===== config.mk =====
export PLATFORM = sky130hd
export DESIGN_NAME = memory_game_engine
export DESIGN_NICKNAME = d
export VERILOG_FILES = /design/src/rtl/memory_game_pkg.sv /design/src/rtl/game_lfsr.sv /design/src/rtl/memory_game_engine.sv
export SDC_FILE = /design/constraint.sdc
export NUM_CORES = 1
export LEC_CHECK = 0
export BUFFER_PORTS_ARGS = -buffer_cell sky130_fd_sc_hd__buf_2
export CAP_MARGIN = 20
export CORE_AREA = 2 2 145 147
export DETAILED_ROUTE_END_ITERATION = 10
export DIE_AREA = 0 0 147 149
export HOLD_SLACK_MARGIN = 0.12
export SLEW_MARGIN = 40
export SYNTH_ARGS = -nofsm -noshare
export SYNTH_HDL_FRONTEND = slang
export SYNTH_SLANG_ARGS = --single-unit

===== constraint.sdc =====
create_clock -name clock -period 8.9 [get_ports clock]
set_input_delay 0.445 -clock clock [delete_from_list [all_inputs] [get_ports clock]]
set_output_delay 0.445 -clock clock [all_outputs]
set_load 0.01 [all_outputs]

===== src/rtl/memory_game_pkg.sv =====
// Shared types for the memory game: FSM states, play modes and LFSR taps.
package memory_game_pkg;

    typedef enum logic [2:0] {
        IDLE,
        EXTEND,
        SHOW_ON,
        SHOW_OFF,
        INPUT,
        OVER,
        WIN
    } state_t;

    typedef enum logic [1:0] {
        CLASSIC = 2'd0,
        TIMED   = 2'd1,
        REVERSE = 2'd2
    } mode_t;

    // Galois feedback mask for x^16 + x^14 + x^13 + x^11 + 1 (right-shifting form).
    localparam logic [15:0] LFSR_TAPS = 16'hB400;

    // Raw mode input to a game mode; the unused code 3 plays as classic.
    function automatic mode_t decode_mode(input logic [1:0] raw);
        case (raw)
            2'd1:    return TIMED;
            2'd2:    return REVERSE;
            default: return CLASSIC;
        endcase
    endfunction

endpackage


===== src/rtl/game_lfsr.sv =====
// Free-running 16-bit Galois LFSR used as the pattern symbol source.
module game_lfsr
    import memory_game_pkg::*;
#(
    parameter logic [15:0] SEED  = 16'hACE1,
    parameter int          OUT_W = 3
) (
    input  logic             clock,
    input  logic             rst_n,
    output logic [OUT_W-1:0] value
);

    logic [15:0] lfsr_q;

    // Shift right every cycle, folding the outgoing bit back in through the tap mask.
    always_ff @(posedge clock) begin
        if (!rst_n) begin
            lfsr_q <= SEED;
        end else begin
            lfsr_q <= (lfsr_q >> 1) ^ (lfsr_q[0] ? LFSR_TAPS : 16'h0000);
        end
    end

    assign value = lfsr_q[OUT_W-1:0];

endmodule


===== src/rtl/memory_game_engine.sv =====
// Simon-style memory game: grows a random pattern, plays it back on the LEDs
// and checks the player's button presses in classic, timed or reverse mode.
module memory_game_engine
    import memory_game_pkg::*;
#(
    parameter int          N_BTN          = 8,
    parameter int          MAX_LEN        = 16,
    parameter int          SHOW_CYCLES    = 1000,
    parameter int          TIMEOUT_CYCLES = 5000,
    parameter logic [15:0] LFSR_SEED      = 16'hACE1
) (
    input  logic                             clock,
    input  logic                             rst_n,
    input  logic                             start,
    input  logic [1:0]                       mode,
    input  logic [N_BTN-1:0]                 btn,
    output logic [N_BTN-1:0]                 led,
    output logic                             active,
    output logic                             over,
    output logic                             win,
    output logic [$clog2(MAX_LEN+1)-1:0]     score,
    output logic [$clog2(MAX_LEN+1)-1:0]     high_score
);

    localparam int SYM_W  = $clog2(N_BTN);
    localparam int LEN_W  = $clog2(MAX_LEN + 1);
    localparam int ADDR_W = (MAX_LEN > 1) ? $clog2(MAX_LEN) : 1;
    localparam int TMR_W  = (TIMEOUT_CYCLES > 1) ? $clog2(TIMEOUT_CYCLES) : 1;
    localparam int SHW_W  = (SHOW_CYCLES > 1) ? $clog2(SHOW_CYCLES) : 1;

    state_t             state, state_nxt;
    mode_t              mode_q, mode_nxt;
    logic               start_prev;
    logic [N_BTN-1:0]   btn_prev;
    logic [LEN_W-1:0]   length, length_nxt;
    logic [LEN_W-1:0]   index, index_nxt;
    logic [TMR_W-1:0]   timer, timer_nxt;
    logic [SHW_W-1:0]   show_cnt, show_nxt;
    logic [LEN_W-1:0]   score_nxt, high_nxt;
    logic               pat_we;

    logic [SYM_W-1:0]   pattern [MAX_LEN];
    logic [SYM_W-1:0]   lfsr_sym;

    logic               start_edge;
    logic               btn_edge;
    logic [ADDR_W-1:0]  exp_addr;
    logic [SYM_W-1:0]   exp_sym;
    logic [SYM_W-1:0]   show_sym;
    logic               press_ok;
    logic               at_last;
    logic               show_done;

    game_lfsr #(
        .SEED  (LFSR_SEED),
        .OUT_W (SYM_W)
    ) u_lfsr (
        .clock (clock),
        .rst_n (rst_n),
        .value (lfsr_sym)
    );

    assign start_edge = start & ~start_prev;
    assign btn_edge   = |(btn & ~btn_prev);
    assign at_last    = (index == length - LEN_W'(1));
    assign show_done  = (show_cnt == SHW_W'(SHOW_CYCLES - 1));
    assign exp_addr   = (mode_q == REVERSE) ? ADDR_W'(length - index - LEN_W'(1))
                                            : index[ADDR_W-1:0];
    assign exp_sym    = pattern[exp_addr];
    assign show_sym   = pattern[index[ADDR_W-1:0]];
    assign press_ok   = (btn == (N_BTN'(1) << exp_sym));

    // State register; everything else in the game moves with it.
    always_ff @(posedge clock) begin
        if (!rst_n) begin
            state <= IDLE;
        end else begin
            state <= state_nxt;
        end
    end

    // Next-state logic plus the next values of every game counter.
    always_comb begin
        state_nxt  = state;
        mode_nxt   = mode_q;
        length_nxt = length;
        index_nxt  = index;
        timer_nxt  = timer;
        show_nxt   = show_cnt;
        score_nxt  = score;
        pat_we     = 1'b0;

        case (state)
            IDLE, OVER, WIN: begin
                if (start_edge) begin
                    mode_nxt   = decode_mode(mode);
                    length_nxt = '0;
                    score_nxt  = '0;
                    state_nxt  = EXTEND;
                end
            end

            EXTEND: begin
                pat_we     = 1'b1;
                length_nxt = length + LEN_W'(1);
                index_nxt  = '0;
                show_nxt   = '0;
                state_nxt  = SHOW_ON;
            end

            SHOW_ON: begin
                if (show_done) begin
                    show_nxt  = '0;
                    state_nxt = SHOW_OFF;
                end else begin
                    show_nxt = show_cnt + SHW_W'(1);
                end
            end

            SHOW_OFF: begin
                if (show_done) begin
                    show_nxt = '0;
                    if (at_last) begin
                        index_nxt = '0;
                        timer_nxt = '0;
                        state_nxt = INPUT;
                    end else begin
                        index_nxt = index + LEN_W'(1);
                        state_nxt = SHOW_ON;
                    end
                end else begin
                    show_nxt = show_cnt + SHW_W'(1);
                end
            end

            INPUT: begin
                if (btn_edge) begin
                    if (!press_ok) begin
                        state_nxt = OVER;
                    end else if (!at_last) begin
                        index_nxt = index + LEN_W'(1);
                        timer_nxt = '0;
                    end else begin
                        score_nxt = score + LEN_W'(1);
                        state_nxt = (length == LEN_W'(MAX_LEN)) ? WIN : EXTEND;
                    end
                end else if (mode_q == TIMED) begin
                    if (timer == TMR_W'(TIMEOUT_CYCLES - 1)) begin
                        state_nxt = OVER;
                    end else begin
                        timer_nxt = timer + TMR_W'(1);
                    end
                end
            end

            default: state_nxt = IDLE;
        endcase
    end

    // Best score is refreshed only as a game finishes, using the final score.
    always_comb begin
        high_nxt = high_score;
        if ((state == INPUT) && ((state_nxt == OVER) || (state_nxt == WIN)) &&
            (score_nxt > high_score)) begin
            high_nxt = score_nxt;
        end
    end

    // Game counters, latched mode, score registers and the input edge detectors.
    always_ff @(posedge clock) begin
        if (!rst_n) begin
            mode_q     <= CLASSIC;
            start_prev <= 1'b0;
            btn_prev   <= '0;
            length     <= '0;
            index      <= '0;
            timer      <= '0;
            show_cnt   <= '0;
            score      <= '0;
            high_score <= '0;
        end else begin
            mode_q     <= mode_nxt;
            start_prev <= start;
            btn_prev   <= btn;
            length     <= length_nxt;
            index      <= index_nxt;
            timer      <= timer_nxt;
            show_cnt   <= show_nxt;
            score      <= score_nxt;
            high_score <= high_nxt;
        end
    end

    // Pattern memory: one new random symbol appended per round; contents need no reset.
    always_ff @(posedge clock) begin
        if (pat_we) begin
            pattern[length[ADDR_W-1:0]] <= lfsr_sym;
        end
    end

    // Outputs decoded from the current state; INPUT echoes last cycle's buttons.
    always_comb begin
        led    = '0;
        active = 1'b0;
        over   = 1'b0;
        win    = 1'b0;
        case (state)
            EXTEND:   active = 1'b1;
            SHOW_ON: begin
                active = 1'b1;
                led    = N_BTN'(1) << show_sym;
            end
            SHOW_OFF: active = 1'b1;
            INPUT: begin
                active = 1'b1;
                led    = btn_prev;
            end
            OVER:     over = 1'b1;
            WIN:      win  = 1'b1;
            default:  led  = '0;
        endcase
    end

endmodule


# Word-level counts from Yosys, hierarchy flattened
# Memories as Yosys holds them, arrays and structs flattened. A register that Yosys moved wholly into a read port is not among the register bits.
# Cells that the tools add are included.
# word_totals
reg_bits	73
ramBits	48
word_cells	117
memories	1
# op_classes
add_sub_neg	8
n_lt_le_gt_ge	1
n_eq_ne	27
n_shift	2
n_mux	46
n_bitwise	5
reduce_logical	16
# memory_table
memory	words	word_bits	read_ports	rd_clocked_by_memory_dff	write_ports	line	text
pattern	16	3	2	1	1	memory_game_engine.sv:42	logic [SYM_W-1:0] pattern [MAX_LEN];
# ops
op	n
two-way mux 13 bit	7
two-way mux 5 bit	10
two-way mux 3 bit	10
one-hot mux 13 bit (2 select lines)	1
one-hot mux 10 bit (2 select lines)	1
one-hot mux 5 bit (2 select lines)	2
two-way mux 16 bit	1
one-hot mux 8 bit (2 select lines)	1
left shift 1 x 3 -> 8 bit (first input constant)	2
bitwise XOR 15 x 16 -> 16 bit	1
adder 5 x 1 -> 5 bit (second input constant)	3
== test 3 bit (second input constant)	5
one-hot mux 3 bit (5 select lines)	1
one-hot mux 5 bit (3 select lines)	1
adder 13 x 1 -> 13 bit (second input constant)	1
== test 13 bit (second input constant)	1
two-way mux 4 bit	3
inequality test 2 bit (second input constant)	6
inequality test 3 bit (second input constant)	4
adder 10 x 1 -> 10 bit (second input constant)	1
== test 10 bit (second input constant)	1
two-way mux 10 bit	1
bitwise AND 8 bit	1
== test 8 bit	1
other kinds (27)	39

# Depth between registers and ports, before layout
# An unclocked memory read counts as a cell.
# logic_depth
word_depth	13
mapped_depth	28

# Cells and area by module
# A second synthesis with hierarchy kept.
# unflattened
hier_cells	701
area_unflattened_um2	6819.0
# by_module_without_submodules
mod	instances	cells_each	area_per_inst_um2	seq_area_each_um2
memory_game_engine	1	662	6343.6	2662.6
game_lfsr	1	39	475.5	320.3

# Least setup slack after synthesis
# No wires, ideal clock.
# synth_path
path_type	reg-to-reg
from	register index[0]
to	register high_score[0]
setup_time_ns	0.103
arrival_ns	5.559
t_required_ns	8.797
setup_slack_ns	3.238
path_stages_with_launch	27
cell_sequence	dfxtp_1 buf_2 buf_1 inv_1 ha_1 inv_1 fa_1 mux2_1 buf_2 a2111oi_0 nor4_1 or3b_4 a2111oi_4 a211oi_2 nor3_2 a21oi_1 or2_2 ha_1 nor2b_1 o21a_1 o21ai_0 nand2b_1 a21oi_1 a311oi_1 o31ai_1 nor2b_1 a2111oi_2
# synth_between
word_cells_on_any_way	23
classes_between	add/sub (2); order compare (1); eq/ne (4); shift (1); mux (11); reduce/logical (3); memory (1)
# synth_rtl
element	line	text
start, declared	memory_game_engine.sv:36	logic [LEN_W-1:0] index, index_nxt;
start signal, assigned	memory_game_engine.sv:186	index <= index_nxt;
subtractor 4 bit	memory_game_engine.sv:67	assign exp_addr = (mode_q == REVERSE) ? ADDR_W'(length - index - LEN_W'(1))
subtractor 4 x 1 -> 4 bit	memory_game_engine.sv:67	
two-way mux 4 bit	memory_game_engine.sv:67	
memory (16 x 3 bit)	--	
left shift 1 x 3 -> 8 bit	memory_game_engine.sv:71	assign press_ok = (btn == (N_BTN'(1) << exp_sym));
== test 8 bit	memory_game_engine.sv:71	
two-way mux 5 bit (*)	memory_game_engine.sv:138	if (!press_ok) begin
two-way mux 5 bit (*)	memory_game_engine.sv:137	if (btn_edge) begin
one-hot mux 5 bit (2 select lines) (*)	memory_game_engine.sv:93	case (state)
named net score_nxt[1]	memory_game_engine.sv:39	logic [LEN_W-1:0] score_nxt, high_nxt;
greater-than comparator 5 bit (*)	memory_game_engine.sv:164	(score_nxt > high_score)) begin
logical AND 1 bit (*)	memory_game_engine.sv:163	if ((state == INPUT) && ((state_nxt == OVER) || (state_nxt == WIN)) &&
end signal, assigned	memory_game_engine.sv:190	high_score <= high_nxt;
end, declared	memory_game_engine.sv:22	output logic [$clog2(MAX_LEN+1)-1:0] high_score
# The timed path passes the listed nets; every way through them passes the cells marked *.
# A chain may end at the register's enable or synchronous reset.

# Final worst setup path
# Ends and elaborated chain as after synthesis.

==> out/qor.yml <==
setup_path:
  cp.required_ns: 9.22
  reg2reg_to: "high_score[0]$_SDFFE_PN0P_"
  r2r-start: "index[0]$_SDFFE_PN0P_"
  critPathLaunch: "index[0]$_SDFFE_PN0P_"
  end_kind: "register"
  rr_worst_depth: 23
  cp_max_fo: 29
  path_class: "reg2reg"
  r2r_slack_ns: 2.54
  arrival_ns: 6.68
  startpoint_type: "register"
  crit_end: "high_score[0]$_SDFFE_PN0P_"
logic_synthesis:
  ys_seq_area_share_pct: 42.6
  ys_ff_latch: 125
  synth_warnings: 0
  async_flop_share_pct: 0
  synth_top_area_share_pct: 22.0
  synth_area_sq_um: 7010
  yosysMostFrequentCell: "dfxtp_1"
  synthCells: 721
  synth_ff_type: "dfxtp_1"
  syn_nets: 752
  synth_edf_count: 48
  yosysTopAreaCell: "dfxtp_1"
  synth.distinct_cells: 79
  synth_area_leaders: "dfxtp_1, edfxtp_1, mux4_2"
  yosys-top-cells-count: "dfxtp_1, nor2_1, inv_1"
  avgSynthCellArea_sq_um: 9.72
grt:
  overflow: 0
  antenna_found_initial: 0
  grt_pass1_vias: 5235
  grt_max_degree: 38
  gr-usage-all-layers_pct: 16.5
  grt_pass1_wl_mm: 28.5
timing:
  fin_ws_ns: 2.54
  worstMarginPinSlew_ns: 0.777
  max-slew-margin-rel_pct: 47.7
  rsz0062_at_grt: "false"
  clock_skew_ns: 0.00649
  post-route-period-util_pct: 71.5
  drv_slew: 0
  hold_viol_final: 0
  setup_viol: 0
  fin_crit_ns: 6.36
  fmax_ghz: 0.157
  tns_ns: 0
die:
  fp.dieW_microns: 147
  dieArea_sq_um: 21900
  die_h_microns: 149
  core_sq_um: 20600
  initial_utilization_pct: 34.1
  io-pin-count: 34
  rows: 53
power_and_ir_drop:
  power.total_mw: 1.41
  max-vdd-ir-drop_v: 0.0000898
  p_leak_nw: 2.84
  power-per-cell-area_nw_per_um2: 178
run_status:
  status: "finished, final reports clean"
layout:
  area_growth_pct: 13.5
  post-route-util_pct: 38.7
  ff_latch_area_sq_um: 2990
  antenna_cells: 0
  layout-drive-gt1-share_pct: 17.5
  fillers: 2072
  postLayoutCellArea_sq_um: 7960
  fin_nets: 765
  multi_input_comb_area_sq_um: 3650
routing:
  first_iter_violations: 470
  post_drt_wl_per_cell_microns: 17.0
  antenna_left: 0
  routed-via-count: 5579
  wl_mm: 17.4
  dr.pass1.iters: 7
  drc: 0
  via_per_inst: 5.46
cts:
  cts_tree: "built"
  clk_latency_ns: 0.42
  root_buffer: "clkbuf_16"
  cts.htree.levels: 4
  clockBufferDepth: 2
  cts.sinks: 125
  cts_hold_buf: 0
  cts_setup_buffers: 0
  clkTransAtPathRegs_ns: 0.06
  cts_made_buffers: 17
  cts-resized-gates: 0
place:
  io_buffer_count: 33
  dpl_cell_area_sq_um: 7350
  dp_hpwl_mm: 12.5
  gp_congestion: 0.891
  place_ws_ns: 2.48
run:
  drv_cap: 0
worst_hold_path:
  hold_class: "in2reg"
==> critical path, cell delays in order, from the launching register on <==
cell       delay [ns]
dfxtp_2          0.69
inv_1            0.12
ha_1             0.22
inv_1            0.07
fa_1             0.45
mux2i_2          0.49
a2111oi_0        0.16
nor4_2           0.53
or3b_4           0.47
a2111oi_4        0.39
a211oi_2         0.13
nor3_2           0.34
a21oi_1          0.14
or2_2            0.31
ha_1             0.28
nor2b_1          0.13
o21a_1           0.11
o21ai_0          0.06
nand2b_1         0.07
a21oi_1          0.06
a311oi_1         0.26
o31ai_1          0.23
nor2b_1          0.21
a2111oi_2        0.31
==> cell usage in the layout, fill, tap and decap left out, types with 4 or more instances in the layout <==
| master | instances |
|---|---|
| dfxtp_1 | 75 |
| nor2_1 | 67 |
| inv_1 | 55 |
| edfxtp_1 | 48 |
| nand2_1 | 45 |
| buf_2 | 33 |
| a21oi_1 | 32 |
| nand3_1 | 27 |
| a2111oi_0 | 23 |
| a211oi_1 | 21 |
| o21ai_0 | 19 |
| nor3_1 | 17 |
| ha_1 | 17 |
| clkbuf_16 | 17 |
| mux4_2 | 15 |
| and2_1 | 14 |
| nand2b_1 | 13 |
| and3_1 | 13 |
| xnor2_1 | 12 |
| or3b_2 | 10 |
| mux2i_1 | 10 |
| nand4_1 | 9 |
| nor2b_1 | 9 |
| o21ai_1 | 9 |
| o31ai_1 | 8 |
| nor4_2 | 8 |
| xor2_1 | 8 |
| or3_1 | 7 |
| inv_6 | 7 |
| o211ai_1 | 5 |
| o22ai_1 | 5 |
| a32o_1 | 4 |
| or2_2 | 4 |
| a211oi_2 | 4 |
==> cell families after synthesis <==
family	synth area share [%]
buffers and inverters	6.02
and+or+nand+nor	19.8
adders and majority gates	3.32
DFF	42.6
xor gates and xnor gates	2.50
AOI/OAI and AO/OA	18.4
muxes	7.39
==> state kept, by name, summed over array words and instances, names as in the netlist, named ones only <==
name	cells
btn_prev	8
high_score	5
index	5
length	5
mode_q	2
pattern	48
score	5
show_cnt	10
start_prev	1
state	3
timer	13
u_lfsr.lfsr_q	16
==> worst min path at each step <==
stage	start	to	slack (ns)	cells after the start
after floorplan	u_lfsr.lfsr_q[12]$_SDFF_PN0_	u_lfsr.lfsr_q[11]$_SDFF_PN1_	0.39	1
after global placement	u_lfsr.lfsr_q[6]$_SDFF_PN1_	u_lfsr.lfsr_q[5]$_SDFF_PN1_	0.39	1
after detailed placement	u_lfsr.lfsr_q[8]$_SDFF_PN0_	u_lfsr.lfsr_q[7]$_SDFF_PN1_	0.40	1
after CTS	start	start_prev$_SDFF_PN0_	0.22	2
after global routing	start	start_prev$_SDFF_PN0_	0.22	2
final	start	start_prev$_SDFF_PN0_	0.24	2
==> cell type report <==
cell class	instances	area share, %
timing repair buffer	35	2.26
clock inverter	14	1.97
inverter	56	2.64
tap	275	4.32
multi-input combinational	499	45.9
clock buffer	18	5.39
sequential	125	37.5
==> layer usage <==
metal	up-vias	track usage, %	part of all wire (%)
li1	2713	-	-
met1	2678	22.3	47
met2	161	25.4	45
met3	27	4.19	5.4
met4	0	6.49	2.2
met5	-	0	0
==> stage by stage <==
stage          hold slack (ns)  std cells
5_1_grt                  0.224       1022
4_1_cts                  0.222       1022
3_5_place_dp             0.400        990
6_report                 0.240       1022
3_3_place_gp             0.388        990
2_1_floorplan            0.386        721
==> power by group <==
group	total, mW	leakage, nW	switching, mW	internal, mW
Clock	0.688	0.277	0.271	0.417
Sequential	0.614	1.07	0.0108	0.604
Combinational	0.110	1.49	0.0705	0.0398
Total	1.41	2.84	0.352	1.06
(Power assumes the default switching activity.)
